[src/rtl/uart_rx_controller.sv]
`default_nettype none
// uart_rx_controller: UART receive sequencer. Synchronises rx_i, samples mid-bit,
// assembles a 10-bit frame and hands the payload byte out over valid/ready.
module uart_rx_controller #(
  parameter int CLKS_PER_BIT = 868
) (
  input  logic       clk,
  input  logic       reset,
  input  logic       rx_i,
  input  logic       rx_ready_i,
  output logic [7:0] rx_data_o,
  output logic       rx_valid_o,
  output logic [9:0] frame_o,
  output logic       get_o,
  output logic       frame_err_o,
  output logic       overrun_o
);

  localparam int CNT_W = $clog2(CLKS_PER_BIT);
  localparam logic [CNT_W-1:0] HALF_LAST = CNT_W'(CLKS_PER_BIT / 2 - 1);
  localparam logic [CNT_W-1:0] BIT_LAST  = CNT_W'(CLKS_PER_BIT - 1);

  typedef enum logic [1:0] {
    IDLE  = 2'd0,
    START = 2'd1,
    DATA  = 2'd2,
    STOP  = 2'd3
  } state_t;

  state_t           state;
  logic [CNT_W-1:0] cnt;
  logic [2:0]       idx;
  logic [7:0]       shift;
  logic             sync1;
  logic             rx_s;
  logic             slot_free;

  // A byte may be loaded into the output slot when it is empty or is being consumed now.
  assign slot_free = !rx_valid_o || rx_ready_i;

  always_ff @(posedge clk or negedge reset) begin
    if (!reset) begin
      sync1 <= 1'b1;
      rx_s  <= 1'b1;
    end else begin
      sync1 <= rx_i;
      rx_s  <= sync1;
    end
  end

  always_ff @(posedge clk or negedge reset) begin
    if (!reset) begin
      state       <= IDLE;
      cnt         <= '0;
      idx         <= 3'd0;
      shift       <= 8'd0;
      rx_data_o   <= 8'd0;
      rx_valid_o  <= 1'b0;
      frame_o     <= 10'd0;
      get_o       <= 1'b0;
      frame_err_o <= 1'b0;
      overrun_o   <= 1'b0;
    end else begin
      get_o       <= 1'b0;
      frame_err_o <= 1'b0;
      overrun_o   <= 1'b0;

      if (rx_valid_o && rx_ready_i) begin
        rx_valid_o <= 1'b0;
      end

      case (state)
        IDLE: begin
          if (!rx_s) begin
            state <= START;
            cnt   <= '0;
          end
        end

        START: begin
          if (cnt == HALF_LAST) begin
            cnt   <= '0;
            idx   <= 3'd0;
            // A line that is high again at mid start bit was only a glitch.
            state <= rx_s ? IDLE : DATA;
          end else begin
            cnt <= cnt + 1'b1;
          end
        end

        DATA: begin
          if (cnt == BIT_LAST) begin
            cnt        <= '0;
            shift[idx] <= rx_s;
            if (idx == 3'd7) begin
              state <= STOP;
            end else begin
              idx <= idx + 3'd1;
            end
          end else begin
            cnt <= cnt + 1'b1;
          end
        end

        STOP: begin
          if (cnt == BIT_LAST) begin
            cnt     <= '0;
            state   <= IDLE;
            frame_o <= {rx_s, shift, 1'b0};
            get_o   <= 1'b1;
            if (!rx_s) begin
              frame_err_o <= 1'b1;
            end else if (slot_free) begin
              rx_data_o  <= shift;
              rx_valid_o <= 1'b1;
            end else begin
              overrun_o <= 1'b1;
            end
          end else begin
            cnt <= cnt + 1'b1;
          end
        end

        default: begin
          state <= IDLE;
          cnt   <= '0;
        end
      endcase
    end
  end

endmodule
`default_nettype wire

[config.mk]
export PLATFORM = sky130hd
export DESIGN_NAME = uart_rx_controller
export DESIGN_NICKNAME = d
export VERILOG_FILES = /design/src/rtl/uart_rx_controller.sv
export SDC_FILE = /design/constraint.sdc
export NUM_CORES = 1
export LEC_CHECK = 0
export ABC_AREA = 1
export BUFFER_PORTS_ARGS = -buffer_cell sky130_fd_sc_hd__buf_4
export CAP_MARGIN = 40
export CORE_MARGIN = 5
export CORE_UTILIZATION = 60
export CTS_BUF_LIST = sky130_fd_sc_hd__clkbuf_2
export CTS_CLUSTER_DIAMETER = 80
export DETAILED_ROUTE_END_ITERATION = 12
export PLACE_DENSITY = 0.82
export SYNTH_ARGS = -nofsm -noshare
export SYNTH_HDL_FRONTEND = slang
export SYNTH_SLANG_ARGS = --single-unit
[constraint.sdc]
create_clock -name clk -period 1.8 [get_ports clk]
set_input_delay 0.27 -clock clk [delete_from_list [all_inputs] [get_ports clk]]
set_output_delay 0.27 -clock clk [all_outputs]
set_load 0.005 [all_outputs]
* Yosys cells after proc, flatten, opt, wreduce, memory -nomap -nowiden *
Index checks and enable logic that the tools add are counted.

storage, ports and cells
  register bits = 46
  input bits = 4

cells by class
  add/subtract/negate cells = 2
  order comparisons = 2
  equality and inequality tests = 12
  multiplexer cells = 32
  reductions and logical operators = 12

operators with widths
  operator                                                     count
  2-to-1 mux 10 bit                                            3
  case mux 10 bit (3 select lines)                             1
  2-to-1 mux 1 bit                                             15
  2-to-1 mux 2 bit                                             6
  != test 2 bit (second input constant)                        6
  adder 10 x 1 -> 10 bit (second input constant)               1
  equality test 10 bit (second input constant)                 1
  equality test 10 x 9 -> 1 bit (second input constant)        1
  2-to-1 mux 3 bit                                             3
  bitwise mux 8 bit                                            1
  case mux 2 bit (4 select lines)                              1
  AND reduction 4 bit                                          2
  case mux 3 bit (2 select lines)                              1
  AND reduction 5 bit                                          1
  equality test 2 bit (second input constant)                  2
  less-than comparator 3 x 4 -> 1 bit (second input constant)  1
  AND reduction 2 bit                                          2
  adder 3 x 1 -> 3 bit (second input constant)                 1
  demux 1 bit (select 3 bit)                                   1
  equality test 3 bit (second input constant)                  1
  >= comparator 3 x 1 -> 1 bit (second input constant)         1
  equality test 2 x 1 -> 1 bit (second input constant)         1
  logical AND 1 bit                                            2
  logical NOT 2 bit                                            1
  other kinds (4)                                              4

* Logic depth before layout (Yosys ltp) *
  depth after elaboration = 6
  mapped depth = 11

* Least setup slack after synthesis *
OpenSTA, ideal clock, no wires.

  path kind = register to register
  start = register cnt[0]
  end = register idx[1]
  library setup time = 0.121 ns
  data arrival time = 1.318 ns
  required time = 1.679 ns
  path slack = 0.361 ns
  cell stages (with the launch flop) = 11
  path buffers = 0
  clock period less this slack = 1.439 ns
  cell sequence = dfrtp_1 > ha_1 > nand2_1 > nor2_1 > nand2_4 > nand2_1 > nand2_1 > inv_2 > nand2_2 > nand2_1 > o21ai_1

between the ends
  word-level cells in the longest chain between the ends = 3

ends and longest elaborated chain
  element                                                                RTL line  RTL
  start, declared                                                        31        logic [CNT_W-1:0] cnt;
  start signal, assigned                                                 87        cnt <= cnt + 1'b1;
  start signal, assigned                                                 101       cnt <= cnt + 1'b1;
  start signal, assigned                                                 120       cnt <= cnt + 1'b1;
  equality test 10 bit or equality test 10 x 9 -> 1 bit (tied branches)  92, 81
  != test 2 bit (no source line)                                         n/a
  AND reduction 4 bit (no source line) *                                 n/a
  end signal, assigned                                                   98        idx <= idx + 3'd1;
  end, declared                                                          32        logic [2:0] idx;

Mark *: on every way between the ends. The rest lies on a longest branch, timed or not.
A chain may end at the register's enable or synchronous reset.

* Worst setup path in the final report *
  start = register cnt[0]
  end = register cnt[0]

between the ends
  word-level cells in the longest chain between the ends = 3

ends and longest elaborated chain
  element                                         RTL line      RTL
  adder 10 x 1 -> 10 bit (tied with other cells)  87, 101, 120
  2-to-1 mux 10 bit, on equally long branches     92, 106, 81
  case mux 10 bit (3 select lines) *              72            case (state)

Marked as above.

==> results.yml <==
sta:
  post-route-period-util_pct: 89.6
  finClkSkew_ns: 0.0151
  rsz0062_at_grt: "no"
  slew_headroom_pct: 63.1
  worst_pin_slew_ns: 0.553
  period_minus_slack_ns: 1.61
  hold_violations: 0
  setup_tns_ns: 0
  finalMaxSlewViolations: 0
  setup_viol: 0
  fmax_mhz: 620
place:
  portBuffers: 24
  gp_congestion: 0.895
  hpwl_um: 3010
detailed_routing:
  detail-route-antenna-nets: 0
  dr_wl_met2_um: 1900
  wl_met1_um: 1960
  wirelength_um: 4150
  top_layer: "met4"
  avgRoutedWirePerCell_um: 12.1
  drt_iter0_drc: 60
  wl_met3_um: 222
  dr.pass1.iters: 4
  drc: 0
  via_per_inst: 5.12
  via_count: 1750
yosys:
  postSynthCellCount: 263
  synthAdderAreaFrac_pct: 2.24
  synth_mux_area_share_pct: 0
  async_reset_ff_share_pct: 100
  avgSynthCellArea_sq_um: 8.50
  synth.net_count: 271
  synth_top_family_by_area: "simple AND/OR/NAND/NOR gates"
  synth-seq-area-share_pct: 51.6
  synth_top_area_cell: "dfrtp_1"
  synth_compound_area_share_pct: 11.0
  synth_edf_count: 0
  synth_top_cells_by_area: "dfrtp_1 49%, nand2_1 11%, inv_1 5.4%"
  synth-simple-area-share_pct: 25.5
  synth_xor_area_share_pct: 1.57
  synthFlopType: "dfrtp_1"
  yosys_warnings: 0
  netlist.area_leader.share_pct: 49.3
  ys_top_cells_by_count: "68 x nand2_1, 44 x dfrtp_1, 32 x inv_1"
  synth_area_sq_um: 2230
  ys_types: 30
  yosysMostFrequentCell: "nand2_1"
  ys_ff_latch: 46
cells_and_area:
  fillCellCount: 306
  multi_input_area_sq_um: 906
  drive_gt1_share_pct: 21.4
  diodes: 0
  nets: 301
  seqCellArea_sq_um: 1150
  area_growth_syn_to_layout_pct: 12.8
critical_path:
  critPathKind: "flop to flop"
  end_kind: "flop"
  r2r_cells: 8
  start_kind: "flop"
  arrival_ns: 1.94
  r2r-start: "cnt[0]"
  crit_fanout: 9
  critPathRequiredTime_ns: 2.12
  r2r-end: "cnt[0]"
  regToRegSetupSlack_ns: 0.19
min_path:
  hp-start: "rx_ready_i"
  holdPathEnd: "overrun_o"
  min_path_cells: 4
  hold_class: "input pin to flop"
power:
  power_density_nw_per_um2: 585
  ir_drop_mv: 0.346
  p_comb_share_pct: 2.4
  internal_power_mw: 1.14
  leakage_nw: 1.24
  p_sw_uw: 338
  clkPwrFrac_pct: 27.1
  p_total_mw: 1.48
  switching_share_pct: 22.9
  seqPwrFrac_pct: 70.5
die:
  die_w_um: 71.0
  pin_count: 26
  core_area_sq_um: 3630
  die_h_um: 71.0
  placementRows: 22
  initial_core_util_pct: 61.5
  die_area_sq_um: 5040
status:
  status: "completed"
cts:
  clk_path_buf_depth: 2
  cts.clk_slew.worst_paths_ns: 0.21
  cts_made_buffers: 5
  clock_latency_ns: 0.39
  cts_root_buffer: "clkbuf_2"
  numClockSinks: 46
  cts_tree: "done"
  h-tree-depth: 2
  post-cts-setup-buffer-count: 0
global_routing:
  antenna_found_initial: 0
  grt_pass1_wl_um: 7160
  grt_pass1_vias: 1649
  grt_max_degree: 47
  grtUsageTotal_pct: 17.5
  grt_overflow: 0
flow_run:
  max_cap_violations: 0
[stage by stage]
stage                     hold slack (ns)  area, sq um  setup WS [ns]  cells  utilization [%]
after CTS                           0.130         2520          0.168    342             69.3
after detailed placement            0.303         2460          0.192    332             67.6
after floorplan                   -0.0256         2230          0.361    263                -
after global placement              0.306         2460          0.251    332             67.6
after global routing                0.135         2520         0.0126    342             69.4
final                               0.149         2520          0.188    342             69.4
[cell usage in the layout, fill, tap and decap left out, types with 2 or more instances in the layout]
cell type / synthesis / final
clkbuf_2: 0 / 5
o21ai_2: 8 / 8
nor3_1: 3 / 3
nand3_1: 15 / 15
nor2_1: 21 / 21
ha_1: 4 / 4
nor2_4: 2 / 2
nand4_1: 4 / 4
nand2_2: 5 / 5
dfstp_2: 2 / 2
dlygate4sd3_1: 0 / 2
dfrtp_1: 44 / 43
o21ai_1: 16 / 16
inv_1: 32 / 32
inv_2: 6 / 6
xor2_1: 2 / 2
xnor2_1: 2 / 2
nand2_1: 68 / 68
o21ai_0: 15 / 15
buf_4: 1 / 26
[cell families (layout without fill, tap and decap cells)]
logic type               Yosys count  in the layout
AO/OA/AOI/OAI                     41             41
buffers and inverters             43             74
other                              1              1
AND/OR/NAND/NOR                  124            124
flip-flops                        46             46
adder cells (fa/ha/maj)            4              4
XOR/XNOR                           4              4
[cell type report]
| type | instances | share of cell area [%] |
|---|---|---|
| Clock inverter | 3 | 0.645 |
| Inverter | 38 | 5.66 |
| Tap cell | 48 | 2.38 |
| Multi-Input combinational cell | 174 | 35.9 |
| Timing Repair Buffer | 28 | 8.54 |
| Clock buffer | 5 | 0.993 |
| Sequential cell | 46 | 45.8 |
[per-layer routing]
| layer | global-route usage (%) | vias up |
|---|---|---|
| met5 | 0 | - |
| met4 | 7.10 | 0 |
| met3 | 3.41 | 7 |
| met2 | 28.1 | 45 |
| met1 | 23.5 | 806 |
| li1 | - | 892 |
[sequential cells by signal, indices dropped and copies added (netlist names), 3 cells and up, named ones only]
name	flops
rx_data_o	8
cnt	10
idx	3
shift	8
frame_o	9
[worst max path at each step]
stage	from	to	slack, ns
finish	cnt[0]	cnt[0]	0.19
CTS	cnt[0]	rx_data_o[7]	0.17
global route	cnt[1]	shift[6]	0.01
detailed placement	cnt[0]	idx[2]	0.19
global placement	cnt[0]	idx[1]	0.25
floorplan	cnt[0]	idx[1]	0.36
[critical path, cell delays in order (launching register included)]
cell and delay [ns]:
dfrtp_2 0.48, ha_1 0.26, nand2_1 0.10, nor2_1 0.07, nand2_4 0.11, inv_2 0.07, o21ai_4 0.23, inv_2 0.10
o21ai_1 0.13
[power groups by stage]
| stage | clock (mW) | combinational, mW | sequential (mW) |
|---|---|---|---|
| final | 0.400 | 0.0348 | 1.04 |
| after detailed placement | 0 | 0.0329 | 1.06 |
| after CTS | 0.411 | 0.0360 | 1.04 |
| after global placement | 0 | 0.0331 | 1.06 |
| after global routing | 0.450 | 0.0410 | 1.04 |
| after floorplan | 0 | 0.00684 | 1.06 |
[timing repair]
action,CTS,global route
hold buffers,2,0
hold endpoints to repair,45,0
setup endpoints to repair,0,4
resized for setup,0,1
Note: power is estimated with default switching activity, not from simulation.
